===== config.mk =====
export PLATFORM = sky130hd
export DESIGN_NAME = lcd_wr_arbiter
export DESIGN_NICKNAME = d
export VERILOG_FILES = /design/src/rtl/lcd_pkg.sv /design/src/rtl/lcd_arb_wdog.sv /design/src/rtl/lcd_wr_arbiter.sv
export SDC_FILE = /design/constraint.sdc
export NUM_CORES = 1
export LEC_CHECK = 0
export ABC_AREA = 1
export BUFFER_PORTS_ARGS = -buffer_cell sky130_fd_sc_hd__buf_2
export CAP_MARGIN = 40
export CORE_AREA = 2 2 48 59
export DETAILED_ROUTE_END_ITERATION = 8
export DIE_AREA = 0 0 50 61
export HOLD_SLACK_MARGIN = 0.12
export PLACE_DENSITY = 0.82
export SYNTH_ARGS = -nofsm -noshare
export SYNTH_HDL_FRONTEND = slang
export SYNTH_SLANG_ARGS = --single-unit

===== constraint.sdc =====
create_clock -name sys_clk_50MHz -period 1.2 [get_ports sys_clk_50MHz]
set_input_delay 0.24 -clock sys_clk_50MHz [delete_from_list [all_inputs] [get_ports sys_clk_50MHz]]
set_output_delay 0.24 -clock sys_clk_50MHz [all_outputs]
set_load 0.01 [all_outputs]

===== src/rtl/lcd_pkg.sv =====
// Shared LCD types: arbiter state encoding, 9-bit writer word, idle word.
package lcd_pkg;

  typedef enum logic [4:0] {
    ST_INIT = 5'b00001,
    ST_IDLE = 5'b00010,
    ST_A    = 5'b00100,
    ST_B    = 5'b01000,
    ST_GAP  = 5'b10000
  } arb_state_t;

  // is_data = 1 selects the data register of the panel, 0 a command
  typedef struct packed {
    logic       is_data;
    logic [7:0] val;
  } lcd_word_t;

  localparam lcd_word_t DATA_IDLE = 9'h000;

endpackage


===== src/rtl/lcd_arb_wdog.sv =====
// Grant watchdog: counts owned cycles without wr_done, flags expiry.
module lcd_arb_wdog #(
  parameter int unsigned WDOG_CYCLES = 23'd5_000_000
) (
  input  logic sys_clk_50MHz,
  input  logic sys_rst_n,
  input  logic run,
  input  logic kick,
  output logic expire
);
  localparam int W = $clog2(WDOG_CYCLES + 1);
  localparam logic [W-1:0] LAST = W'(WDOG_CYCLES - 1);

  logic [W-1:0] cnt;

  // held at zero outside a grant, so every new grant starts from a clean count
  assign expire = run && !kick && (cnt == LAST);

  always_ff @(posedge sys_clk_50MHz or negedge sys_rst_n)
    if (!sys_rst_n)                cnt <= '0;
    else if (!run || kick || expire) cnt <= '0;
    else                           cnt <= cnt + 1'b1;

endmodule


===== src/rtl/lcd_wr_arbiter.sv =====
// LCD writer arbiter: init sequencer first, then round-robin A/B bursts.
// Optional grant watchdog enabled by defining LCD_ARB_WDOG_EN.
module lcd_wr_arbiter
  import lcd_pkg::*;
#(
  parameter int unsigned GAP_CYCLES  = 4,
  parameter int unsigned WDOG_CYCLES = 23'd5_000_000
) (
  input  logic      sys_clk_50MHz,
  input  logic      sys_rst_n,
  input  logic      init_en,
  input  lcd_word_t init_data,
  input  logic      init_done,
  input  logic      a_en,
  input  lcd_word_t a_data,
  input  logic      b_en,
  input  lcd_word_t b_data,
  input  logic      wr_done,
  output logic      lcd_en,
  output lcd_word_t lcd_data,
  output logic      a_wr_done,
  output logic      b_wr_done,
  output logic      a_gnt,
  output logic      b_gnt,
  output logic      init_wr_done,
  output logic      arb_err
);
  localparam int GW = $clog2(GAP_CYCLES + 1);
  localparam logic [GW-1:0] GAP_LAST = GW'(GAP_CYCLES - 1);

  arb_state_t    state, nxt;
  logic [GW-1:0] gap_cnt;
  logic          init_done_q, last_a;
  logic          a_req, b_req, wdog_exp;

`ifdef LCD_ARB_WDOG_EN
  logic in_gnt, blk_a, blk_b;

  assign in_gnt = (state == ST_A) || (state == ST_B);

  lcd_arb_wdog #(.WDOG_CYCLES(WDOG_CYCLES)) u_wdog (
    .sys_clk_50MHz (sys_clk_50MHz),
    .sys_rst_n     (sys_rst_n),
    .run           (in_gnt),
    .kick          (wr_done),
    .expire        (wdog_exp)
  );

  // a revoked requester must release x_en before it counts as requesting again
  always_ff @(posedge sys_clk_50MHz or negedge sys_rst_n)
    if (!sys_rst_n) begin
      blk_a <= 1'b0;
      blk_b <= 1'b0;
    end else begin
      if (state == ST_A && wdog_exp) blk_a <= 1'b1;
      else if (!a_en)                blk_a <= 1'b0;
      if (state == ST_B && wdog_exp) blk_b <= 1'b1;
      else if (!b_en)                blk_b <= 1'b0;
    end

  assign a_req = a_en & ~blk_a;
  assign b_req = b_en & ~blk_b;
`else
  logic unused_wdog;
  assign unused_wdog = ^WDOG_CYCLES;
  assign wdog_exp    = 1'b0;
  assign a_req       = a_en;
  assign b_req       = b_en;
`endif

  always_ff @(posedge sys_clk_50MHz or negedge sys_rst_n)
    if (!sys_rst_n) begin
      state       <= ST_INIT;
      gap_cnt     <= '0;
      init_done_q <= 1'b0;
      last_a      <= 1'b0;
    end else begin
      state <= nxt;
      if (state == ST_INIT && init_done) init_done_q <= 1'b1;
      if (state != ST_GAP)            gap_cnt <= '0;
      else if (gap_cnt != GAP_LAST)   gap_cnt <= gap_cnt + 1'b1;
      if (state == ST_A && nxt == ST_GAP)      last_a <= 1'b1;
      else if (state == ST_B && nxt == ST_GAP) last_a <= 1'b0;
    end

  always_comb begin
    nxt          = state;
    lcd_en       = 1'b0;
    lcd_data     = DATA_IDLE;
    a_wr_done    = 1'b0;
    b_wr_done    = 1'b0;
    init_wr_done = 1'b0;
    a_gnt        = 1'b0;
    b_gnt        = 1'b0;
    arb_err      = 1'b0;
    case (state)
      ST_INIT: begin
        lcd_en       = init_en;
        lcd_data     = init_data;
        init_wr_done = wr_done;
        if (init_done || init_done_q) nxt = ST_GAP;
      end
      ST_IDLE: begin
        if (a_req && (!b_req || !last_a)) nxt = ST_A;
        else if (b_req)                   nxt = ST_B;
      end
      ST_A: begin
        a_gnt     = 1'b1;
        lcd_en    = a_en;
        lcd_data  = a_data;
        a_wr_done = wr_done;
        arb_err   = wdog_exp;
        if (!a_en || wdog_exp) nxt = ST_GAP;
      end
      ST_B: begin
        b_gnt     = 1'b1;
        lcd_en    = b_en;
        lcd_data  = b_data;
        b_wr_done = wr_done;
        arb_err   = wdog_exp;
        if (!b_en || wdog_exp) nxt = ST_GAP;
      end
      ST_GAP:  if (gap_cnt == GAP_LAST) nxt = ST_IDLE;
      default: nxt = ST_INIT;
    endcase
    // outputs drop the moment reset asserts, not at the next edge
    if (!sys_rst_n) begin
      lcd_en       = 1'b0;
      lcd_data     = DATA_IDLE;
      a_wr_done    = 1'b0;
      b_wr_done    = 1'b0;
      init_wr_done = 1'b0;
      a_gnt        = 1'b0;
      b_gnt        = 1'b0;
      arb_err      = 1'b0;
    end
  end

endmodule


==> flow_metrics.py <==
metrics = {
    "cells_and_area": {
        "fillCellCount": 215,
        "multi_input_area_um2": 633.1,
        "finalNonFillerCells": 242,
        "final_core_util_pct": 65.71,
        "final_common_cell": "buf_2",
        "antennaDiodeCount": 0,
        "nets": 246,
        "area_growth_pct": 67.65,
        "regArea_um2": 252.7,
        "drive_gt1_share_pct": 51.20,
        "final_cell_mix": "buf_2 (37), nand4_1 (33), nand2_1 (25)",
    },
    "timing": {
        "fin_ws_ns": -0.5895,
        "rsz0062_at_grt": "yes",
        "timing.fmax_mhz": 558.8,
        "final-hold-violation-count": 0,
        "period_share_pct": 149.1,
        "slew_viol_final": 0,
        "finClkSkew_ns": 0.006925,
        "fin_crit_ns": 1.789,
        "setup_viol": 25,
    },
    "floorplanning": {
        "die_h_um": 61,
        "core-area_mm2": 0.002477,
        "initial_core_util_pct": 39.19,
        "ios": 50,
        "fp.dieW_um": 50,
        "die_area_mm2": 0.003050,
        "num_rows": 20,
    },
    "critical_path": {
        "cp_max_fo": 5,
        "crit_family": "flip-flops",
        "cp-start-kind": "flop",
        "max_stage_delay_ns": 0.59,
        "crit_buf_inv": 3,
        "worstPathArrival_ns": 1.55,
        "crit_chain": "inv_4 -> nor2_4 -> nand4_1 -> nand3_1 -> nand2_1 -> inv_2 -> buf_6",
        "r2r-start": "state[0]",
        "reg2reg_depth": 9,
        "reg2reg_slack_ns": -0.31,
        "cp-startpoint": "state[0]",
        "critPathKind": "reg2out",
        "reg2reg_to": "state[4]",
        "crit_path_end_kind": "primary output",
        "cpMaxStageDelayCell": "dfstp_2",
        "critPathRequiredTime_ns": 0.96,
    },
    "placed_design": {
        "dp_hpwl_um": 1990,
        "gp_congestion": 0.8136,
        "dp_slack_ns": -0.3187,
        "port_buffers": 48,
        "place_inst": 228,
    },
    "synth": {
        "synthesis.nets": 179,
        "yosysSeqAreaShare_pct": 25.90,
        "syn_avg_cell_area_um2": 6.790,
        "syn_area_um2": 970.9,
        "synth.distinct_cells": 21,
        "ys_warn_count": 0,
        "synth_seq_cells": 10,
        "syn_inst": 143,
    },
    "power_and_ir_drop": {
        "p_leak_nw": 0.8398,
        "power.density_mw_per_mm2": 1589,
        "irDropWorstVdd_mv": 1.238,
    },
    "clocking": {
        "numCtsBuffers": 3,
        "cts_root_buf": "clkbuf_4",
        "clkSlewWorstSetupHoldPaths_ns": 0.07,
        "cts_tree": "done",
        "cts.path.max_buffers": 2,
        "cts.sinks": 10,
        "htreeDepth": 1,
        "clk_latency_ns": 0.27,
    },
    "hold_path": {
        "hp-class": "in2reg",
        "holdPathStages": 4,
        "min-delay-start": "init_done",
        "holdPathEnd": "state[0]",
    },
    "status": {
        "violations": "setup timing",
        "status": "complete, but fails checks",
    },
    "grt": {
        "grt_pass1_wl_um": 4464,
        "antenna_found_initial": 0,
        "track_usage_pct": 18.80,
        "gr-total-overflow": 0,
        "grt_max_degree": 31,
        "first_global_vias": 1092,
    },
    "detailed_routing": {
        "drt-pass1-iter-count": 4,
        "drc": 0,
        "routedWlPerCell_um": 12.72,
        "detail_route.iter0.violations": 44,
        "num_vias": 1262,
        "routed_wl_um": 3078,
        "detail-route-antenna-nets": 0,
        "viasPerCell": 5.215,
    },
    "run": {
        "cap_violations": 0,
    },
}
-- worst reg2reg max path, stage by stage (launching register included) --
cell and delay (ns):
dfstp_2 0.59, nor2_4 0.06, buf_6 0.13, buf_6 0.11
buf_6 0.10, buf_6 0.11, nand3_4 0.10, nor2_4 0.05
nor2_1 0.08, nand3_1 0.07
-- report_power, final --
group	switching [W]	internal, W	total (W)
Sequential	0.0000587	0.000412	0.000471
Clock	0.000122	0.000184	0.000307
Combinational	0.000928	0.000882	0.00181
Total	0.00111	0.00148	0.00259
-- cells in the mapped netlist --
cell type | count | area (µm²)
buf_2 | 1 | 5.000
buf_4 | 4 | 30.03
buf_6 | 5 | 56.30
clkbuf_4 | 1 | 7.510
conb_1 | 1 | 3.750
dfrtp_1 | 9 | 225.2
dfstp_2 | 1 | 26.28
ha_1 | 2 | 25.02
inv_1 | 20 | 75.07
inv_2 | 2 | 7.510
nand2_1 | 25 | 93.84
nand3_1 | 15 | 75.07
nand3_2 | 1 | 10.01
nand4_1 | 33 | 206.5
nor2_1 | 8 | 30.03
nor2_2 | 6 | 37.54
nor2_4 | 1 | 11.26
o21ai_0 | 5 | 25.02
o22ai_1 | 1 | 6.260
o31ai_1 | 1 | 7.510
or2_2 | 1 | 6.260
-- final cells by class --
type	instances	share of cell area [%]
multi-input combinational	101	38.89
sequential	10	15.53
inverter	22	5.227
timing repair buffer	72	35.59
clock buffer	4	2.229
tap	33	2.537
-- worst max-delay path by stage --
| stage | end | slack (ns) | cells after the start |
|---|---|---|---|
| floorplan | lcd_data[0] | -0.12 | 7 |
| detailed placement | lcd_en | -0.32 | 7 |
| finish | lcd_data[0] | -0.59 | 7 |
| CTS | lcd_en | -0.51 | 7 |
| global placement | lcd_en | -0.29 | 7 |
| global route | lcd_data[0] | -0.68 | 8 |
-- routing by layer --
layer | global-route usage, % | wire, µm | up-vias
met3 | 1.970 | 212 | 3
li1 | - | - | 629
met1 | 21.10 | 1167 | 565
met4 | 8.730 | 29 | 0
met2 | 35.71 | 1669 | 65
met5 | 0 | 0 | -
-- metrics by stage --
step                power (W)  area, µm²  hold slack [ns]  TNS [ns]
CTS                  0.002272       1519           0.2291    -7.493
detailed placement   0.001650       1321           0.2271    -4.565
global route         0.002758       1628           0.2557    -11.54
global placement     0.001635       1321           0.2310    -4.184
floorplan            0.001312      992.2         -0.05559    -1.152
finish               0.002587       1628           0.2361    -9.680
-- timing repair --
action | 4_1_cts | 5_1_grt
gates resized for setup | 26 | 14
setup buffers | 4 | 5
pin swaps | 11 | 17
hold endpoints to repair | 9 | 0
hold buffers | 1 | 0
setup endpoints to repair | 23 | 25
gates cloned | 1 | 0
-- sequential cells by signal, summed over array words and instances (netlist names) --
signal       flops
gap_cnt          3
init_done_q      1
last_a           1
state            5
-- logic make-up after synthesis --
logic type / after synthesis / share of synthesized area, %
other cells: 1 / 0.3862
flops: 10 / 25.90
simple gates: 90 / 48.45
buf+inv: 33 / 18.69
compound gates: 7 / 3.995
fa+ha+maj: 2 / 2.577
(Power assumes the default switching activity.)
